File: src/rtl/multi_cycle_control.sv
`default_nettype none
// ============================================================================
// Module      : multi_cycle_control
// Description : Multi-cycle MIPS sequencing controller. Steps each instruction
//               through FETCH, DECODE and execute/memory/writeback states,
//               honours memory wait states, traps illegal instructions and
//               takes IRQ at instruction boundaries outside kernel mode.
// Revision    : 1.0 - initial release
// ============================================================================
module multi_cycle_control #(
   parameter int ST_W = 4
) (
   input  logic            clk,
   input  logic            reset,
   input  logic [5:0]      OpCode,
   input  logic [5:0]      Funct,
   input  logic            IRQ,
   input  logic            ker,
   input  logic            MemReady,
   output logic            PCWrite,
   output logic            PCWriteCond,
   output logic            IorD,
   output logic            MemRead,
   output logic            MemWrite,
   output logic            IRWrite,
   output logic            RegWrite,
   output logic [1:0]      RegDst,
   output logic [1:0]      MemtoReg,
   output logic [1:0]      ALUSrcA,
   output logic [1:0]      ALUSrcB,
   output logic [2:0]      ALUOp,
   output logic [2:0]      PCSource,
   output logic            EPCWrite,
   output logic [ST_W-1:0] state,
   output logic            instr_done
);

   typedef enum logic [ST_W-1:0] {
      FETCH     = 4'd0,
      DECODE    = 4'd1,
      MEM_ADDR  = 4'd2,
      MEM_READ  = 4'd3,
      MEM_WB    = 4'd4,
      MEM_WRITE = 4'd5,
      EXEC_R    = 4'd6,
      R_WB      = 4'd7,
      BRANCH    = 4'd8,
      JUMP      = 4'd9,
      EXEC_I    = 4'd10,
      I_WB      = 4'd11,
      TRAP      = 4'd12
   } state_t;

   state_t r_state;
   state_t w_next;
   logic   r_trap_exc;   // 1 = current TRAP is an illegal-instruction exception
   logic   w_trap_nxt;
   logic   w_end;        // final cycle of a normal instruction

   // Instruction classes, valid from DECODE onwards
   logic w_is_rtype, w_is_jr, w_is_shift, w_is_branch, w_is_jump, w_is_itype;
   logic w_is_mem, w_is_lw, w_is_jal, w_is_jalr;

   assign w_is_lw     = (OpCode == 6'h23);
   assign w_is_mem    = w_is_lw || (OpCode == 6'h2b);
   assign w_is_jr     = (OpCode == 6'h00) && (Funct == 6'h08 || Funct == 6'h09);
   assign w_is_jalr   = (OpCode == 6'h00) && (Funct == 6'h09);
   assign w_is_shift  = (Funct == 6'h00) || (Funct == 6'h02) || (Funct == 6'h03);
   assign w_is_rtype  = (OpCode == 6'h00) &&
                        (w_is_shift || (Funct[5:3] == 3'b100) || (Funct == 6'h2a));
   assign w_is_branch = (OpCode == 6'h01) || (OpCode[5:2] == 4'b0001);
   assign w_is_jump   = (OpCode == 6'h02) || (OpCode == 6'h03);
   assign w_is_jal    = (OpCode == 6'h03);
   assign w_is_itype  = ((OpCode >= 6'h08) && (OpCode <= 6'h0c)) || (OpCode == 6'h0f);

   assign state = r_state;

   // State and trap-cause registers
   always_ff @(posedge clk) begin
      if (reset) begin
         r_state    <= FETCH;
         r_trap_exc <= 1'b0;
      end else begin
         r_state    <= w_next;
         r_trap_exc <= w_trap_nxt;
      end
   end

   // Next-state selection and per-state control outputs
   always_comb begin
      w_next      = r_state;
      w_trap_nxt  = r_trap_exc;
      w_end       = 1'b0;
      PCWrite     = 1'b0;
      PCWriteCond = 1'b0;
      IorD        = 1'b0;
      MemRead     = 1'b0;
      MemWrite    = 1'b0;
      IRWrite     = 1'b0;
      RegWrite    = 1'b0;
      RegDst      = 2'd0;
      MemtoReg    = 2'd0;
      ALUSrcA     = 2'd0;
      ALUSrcB     = 2'd0;
      ALUOp       = 3'd0;
      PCSource    = 3'd0;
      EPCWrite    = 1'b0;
      instr_done  = 1'b0;

      case (r_state)
         FETCH: begin
            MemRead = 1'b1;
            ALUSrcB = 2'd1;
            if (MemReady) begin
               IRWrite = 1'b1;
               PCWrite = 1'b1;
               w_next  = DECODE;
            end
         end
         DECODE: begin
            // Branch target is precomputed into ALUOut here
            ALUSrcB = 2'd3;
            if (w_is_mem)         w_next = MEM_ADDR;
            else if (w_is_jr)     w_next = JUMP;
            else if (w_is_rtype)  w_next = EXEC_R;
            else if (w_is_branch) w_next = BRANCH;
            else if (w_is_jump)   w_next = JUMP;
            else if (w_is_itype)  w_next = EXEC_I;
            else begin
               w_next     = TRAP;
               w_trap_nxt = 1'b1;
            end
         end
         MEM_ADDR: begin
            ALUSrcA = 2'd1;
            ALUSrcB = 2'd2;
            w_next  = w_is_lw ? MEM_READ : MEM_WRITE;
         end
         MEM_READ: begin
            MemRead = 1'b1;
            IorD    = 1'b1;
            if (MemReady) w_next = MEM_WB;
         end
         MEM_WB: begin
            RegWrite = 1'b1;
            RegDst   = 2'd1;
            MemtoReg = 2'd1;
            w_end    = 1'b1;
         end
         MEM_WRITE: begin
            MemWrite = 1'b1;
            IorD     = 1'b1;
            w_end    = MemReady;
         end
         EXEC_R: begin
            ALUSrcA = w_is_shift ? 2'd2 : 2'd1;
            ALUOp   = 3'd2;
            w_next  = R_WB;
         end
         R_WB: begin
            RegWrite = 1'b1;
            w_end    = 1'b1;
         end
         EXEC_I: begin
            ALUSrcA = 2'd1;
            ALUSrcB = 2'd2;
            ALUOp   = 3'd3;
            w_next  = I_WB;
         end
         I_WB: begin
            RegWrite = 1'b1;
            RegDst   = 2'd1;
            w_end    = 1'b1;
         end
         BRANCH: begin
            ALUSrcA     = 2'd1;
            ALUOp       = 3'd1;
            PCWriteCond = 1'b1;
            PCSource    = 3'd1;
            w_end       = 1'b1;
         end
         JUMP: begin
            PCWrite  = 1'b1;
            PCSource = w_is_jump ? 3'd2 : 3'd3;
            if (w_is_jal) begin
               RegWrite = 1'b1;
               RegDst   = 2'd2;
               MemtoReg = 2'd2;
            end else if (w_is_jalr) begin
               RegWrite = 1'b1;
               MemtoReg = 2'd2;
            end
            w_end = 1'b1;
         end
         TRAP: begin
            EPCWrite   = 1'b1;
            RegWrite   = 1'b1;
            RegDst     = 2'd3;
            MemtoReg   = 2'd2;
            PCWrite    = 1'b1;
            PCSource   = r_trap_exc ? 3'd5 : 3'd4;
            instr_done = 1'b1;
            w_next     = FETCH;
         end
         default: w_next = FETCH;
      endcase

      // Instruction boundary: the only point where IRQ is sampled
      if (w_end) begin
         instr_done = 1'b1;
         if (IRQ && !ker) begin
            w_next     = TRAP;
            w_trap_nxt = 1'b0;
         end else begin
            w_next = FETCH;
         end
      end

      // Reset silences every request, write and select
      if (reset) begin
         PCWrite     = 1'b0;
         PCWriteCond = 1'b0;
         IorD        = 1'b0;
         MemRead     = 1'b0;
         MemWrite    = 1'b0;
         IRWrite     = 1'b0;
         RegWrite    = 1'b0;
         RegDst      = 2'd0;
         MemtoReg    = 2'd0;
         ALUSrcA     = 2'd0;
         ALUSrcB     = 2'd0;
         ALUOp       = 3'd0;
         PCSource    = 3'd0;
         EPCWrite    = 1'b0;
         instr_done  = 1'b0;
      end
   end

endmodule
`default_nettype wire

File: config.mk
export PLATFORM = sky130hd
export DESIGN_NAME = multi_cycle_control
export DESIGN_NICKNAME = d
export VERILOG_FILES = /design/src/rtl/multi_cycle_control.sv
export SDC_FILE = /design/constraint.sdc
export NUM_CORES = 1
export LEC_CHECK = 0
export CAP_MARGIN = 20
export CORE_UTILIZATION = 38
export CTS_BUF_LIST = sky130_fd_sc_hd__clkbuf_8
export CTS_CLUSTER_DIAMETER = 100
export CTS_CLUSTER_SIZE = 28
export DETAILED_ROUTE_END_ITERATION = 16
export MAX_ROUTING_LAYER = met4
export PLACE_DENSITY = 0.76
export SLEW_MARGIN = 20
export SYNTH_ARGS = -nofsm -noshare
export SYNTH_HDL_FRONTEND = slang
export SYNTH_SLANG_ARGS = --single-unit
File: constraint.sdc
create_clock -name clk -period 1.57 [get_ports clk]
set_input_delay 0.314 -clock clk [delete_from_list [all_inputs] [get_ports clk]]
set_output_delay 0.314 -clock clk [all_outputs]
set_load 0.02 [all_outputs]
==> flow_summary.json, run 1 <==
{
  "portBuffers": 42,
  "numCtsBuffers": 3,
  "place_inst": 246,
  "failing_step": "5_1_grt",
  "syn-num-nets": 153,
  "synth_seq_cells": 5,
  "grt_max_degree": 17,
  "worst_path_end_type": "top-level output",
  "syn_area_per_cell_um2": 6.633,
  "start_util": 0.4039,
  "die_w_um": 50.73,
  "cts_max_level": 1,
  "syn_inst": 136,
  "synth.most_common_cell": "nor2_1",
  "place_hpwl_mm": 2.887,
  "yosys-top-cells-count": "nor2_1, nor3_1, a21oi_1, nand2_1, inv_1",
  "synth-async-reset-ratio": 0,
  "synth_edf_count": 0,
  "io_pins": 44,
  "synth-main-ff-cell": "dfxtp_1",
  "post-synth-top-area-cell": "dfxtp_1",
  "synth_cell_type_count": 47,
  "yosysSeqAreaShare": 0.1110,
  "synth_warnings": 0,
  "die_h_um": 50.73,
  "run_status": "stopped before the end",
  "clock_sinks": 5,
  "cts_root_buf": "clkbuf_8",
  "clockBufferDepth": 2,
  "grt-worst-endpoint": "MemtoReg[1]",
  "gp_congestion": 0.8818,
  "postCtsHoldBufs": 0,
  "rows": 17,
  "synthDominantCellAreaShare": 0.1110,
  "synth_area_leaders": "dfxtp_1, nor3_1, nor2_1",
  "synth_area_um2": 902.1,
  "pre_cts_slack_ns": -1.188,
  "first-error": "[ERROR DPL-0038] Utilization greater than 100%, impossible to legalize"
}
stage by stage:
| stage | cell area, um2 | util | hold WS (ns) |
|---|---|---|---|
| after CTS | 2064 | 0.9244 | 0.6044 |
| after detailed placement | 1744 | 0.7810 | 0.5755 |
| after global placement | 1744 | 0.7810 | 0.5437 |
| after floorplan | 969.7 | - | 0.4896 |
cell families after synthesis:
| kind of cell | Yosys count | share of synthesized area |
|---|---|---|
| AND/OR/NAND/NOR | 68 | 0.4327 |
| AO/OA/AOI/OAI | 39 | 0.2913 |
| buffers and inverters | 18 | 0.1096 |
| flip-flops | 5 | 0.1110 |
| XOR/XNOR | 3 | 0.02913 |
| multiplexers | 2 | 0.02219 |
| other | 1 | 0.004157 |
what timing repair did:
| item | CTS |
|---|---|
| setup buffers | 13 |
| endpoints found under the setup margin | 31 |
| resized for setup | 216 |
| pin swaps | 29 |
==> run 2, diff against run 1 <==
==> config.mk (replaced) <==
export PLATFORM = sky130hd
export DESIGN_NAME = multi_cycle_control
export DESIGN_NICKNAME = d
export VERILOG_FILES = /design/src/rtl/multi_cycle_control.sv
export SDC_FILE = /design/constraint.sdc
export NUM_CORES = 1
export LEC_CHECK = 0
export CAP_MARGIN = 20
export CORE_AREA = 2 2 63 65
export DETAILED_ROUTE_END_ITERATION = 16
export DIE_AREA = 0 0 65 67
export PLACE_DENSITY_LB_ADDON = 0.15
export SLEW_MARGIN = 20
export SYNTH_ARGS = -nofsm -noshare
export SYNTH_HDL_FRONTEND = slang
export SYNTH_SLANG_ARGS = --single-unit
==> constraint.sdc (replaced) <==
create_clock -name clk -period 2.04 [get_ports clk]
set_input_delay 0.408 -clock clk [delete_from_list [all_inputs] [get_ports clk]]
set_output_delay 0.408 -clock clk [all_outputs]
set_load 0.02 [all_outputs]
==> flow_summary.json, run 2 <==
{
  "syn_inst": 136,
  "postCtsHoldBufs": 0,
  "numCtsBuffers": 3,
  "layout_commonest_cell": "buf_4",
  "portBuffers": 42,
  "power.total_uw": 637.3,
  "seqCellArea_um2": 103.9,
  "clockBufferDepth": 2,
  "max_freq_mhz": 479.0,
  "synth_edf_count": 0,
  "vias_per_cell": 4.913,
  "cts_root_buf": "clkbuf_8",
  "required_ns": 1.63,
  "final_cell_mix": "buf_4, nor2_1, nor3_1",
  "syn-num-nets": 153,
  "vias": 1356,
  "yosysSeqAreaShare": 0.1110,
  "antenna_found_initial": 0,
  "syn_to_final_growth_pct": 95.84,
  "drcViolationCount": 0,
  "fin_ws_ns": -0.04785,
  "synth_seq_cells": 5,
  "grt_overflow_total": 0,
  "clk_pin_slew_worst_paths_ns": 0.04,
  "largest_reg_flops": 4,
  "cts_max_level": 1,
  "hold_viol": 0,
  "post-synth-top-area-cell": "dfxtp_1",
  "critPathCaptureType": "output pin",
  "synth-main-ff-cell": "dfxtp_1",
  "ant_nets": 0,
  "clock_skew_ns": 0.0001511,
  "syn_area_per_cell_um2": 6.633,
  "cts_tree": "yes",
  "cap_violations": 0,
  "critical_path.max_fanout": 2,
  "nFillCells": 383,
  "grt_max_degree": 16,
  "dr.first_iter.drc_count": 45,
  "diodes": 0,
  "yosys-top-cells-count": "nor2_1, nor3_1, a21oi_1, nand2_1, inv_1",
  "clk_latency_ns": 0.22,
  "totalWireLength_mm": 3.651,
  "synth_warnings": 0,
  "leakage_uw": 0.0008304,
  "gp_congestion": 0.8865,
  "synth_cell_type_count": 47,
  "powerDensity_nw_per_um2": 360.7,
  "nNetsFinal": 246,
  "worstHoldPathType": "flop to flop",
  "die_w_um": 65,
  "finalCoreUtilization": 0.4899,
  "slew_viol_final": 0,
  "grt_pass1_vias": 1405,
  "wl_met1_mm": 1.433,
  "grt_pass1_wl_mm": 6.078,
  "start_util": 0.2502,
  "clock_sinks": 5,
  "io_pins": 44,
  "grt_util_all_layers": 0.1793,
  "place_inst": 263,
  "core_area_um2": 3606,
  "rows": 22,
  "pre_cts_slack_ns": -0.8668,
  "crit_path_start_kind": "input port",
  "synthDominantCellAreaShare": 0.1110,
  "routedWlPerCell_um": 13.23,
  "synth-async-reset-ratio": 0,
  "drtPass1Iterations": 4,
  "synth_area_um2": 902.1,
  "run_status": "finished, violations left",
  "drive_gt1_frac": 0.4825,
  "setup_viol": 3,
  "violations": "setup timing",
  "synth.most_common_cell": "nor2_1",
  "layout_min_cycle_time_ns": 2.088,
  "vdd_ir_drop_max_uv": 153.0,
  "fin_cells": 276,
  "crit_arrival_ns": 1.68,
  "synth_area_leaders": "dfxtp_1, nor3_1, nor2_1",
  "top_layer": "met4",
  "worstSetupPathType": "input port to output pin",
  "die_area_um2": 4355,
  "rsz0062_at_grt": "true",
  "routed-wl-met3_um": 153,
  "met2WireLength_mm": 2.013,
  "fin_crit_sh": 1.023,
  "die_h_um": 67,
  "place_hpwl_mm": 2.924,
  "multi_input_area_um2": 762.0
}
run 2: final timing paths:
kind / depth (start not counted) / slack [ns] / startpoint / endpoint
setup reg to reg: 7 / 0.51 / state[0] / r_trap_exc
hold reg to reg: 2 / 0.57 / r_trap_exc / r_trap_exc
hold / removal: 2 / 0.57 / r_trap_exc / r_trap_exc
setup / recovery: 7 / -0.05 / OpCode[1] / RegWrite
run 2: through the flow:
step                cell area (um2)  TNS (ns)  hold WS [ns]
floorplan                     908.4         0        0.4896
global route                   1767   -0.3488        0.5874
CTS                            1755   -0.1311        0.5748
global placement               1677    -9.024        0.5785
detailed placement             1677    -9.340        0.5640
finish                         1767   -0.1084        0.5721
run 2: kinds of logic after synthesis:
| group | synth area share |
|---|---|
| AOI/OAI and AO/OA | 0.2913 |
| other | 0.004157 |
| buffers and inverters | 0.1096 |
| xor gates and xnor gates | 0.02913 |
| DFF | 0.1110 |
| muxes | 0.02219 |
| and+or+nand+nor | 0.4327 |
run 2: metal layers:
layer / up-vias / global-route usage
met5: - / 0
met4: 0 / 0.07447
met3: 4 / 0.02196
met2: 36 / 0.3492
met1: 639 / 0.1930
li1: 677 / -
run 2: power by group:
part,internal (uW),leakage [uW],switching (uW)
sequential,106,0.0000421,12.6
clock,134,0.0000228,47.4
combinational,169,0.000766,168
run 2: cell type report:
cell class	count	share of cell area
inverters	7	0.01487
clock buffers	4	0.02550
flip-flops and latches	5	0.05878
repair buffers	99	0.4356
well taps	48	0.03399
multi-input cells	113	0.4313
run 2: what timing repair did:
item,in CTS,in global routing
buffers inserted,10,0
pin swaps,15,10
resized for setup,116,42
endpoints found under the setup margin,23,19
run 2: critical path, cell delays in order:
cell	delay [ns]
buf_6	0.09
or3_4	0.40
nor4_4	0.31
nand2_1	0.10
a21oi_2	0.13
or2_1	0.13
buf_6	0.11
Power figures use the tool's default switching activity.
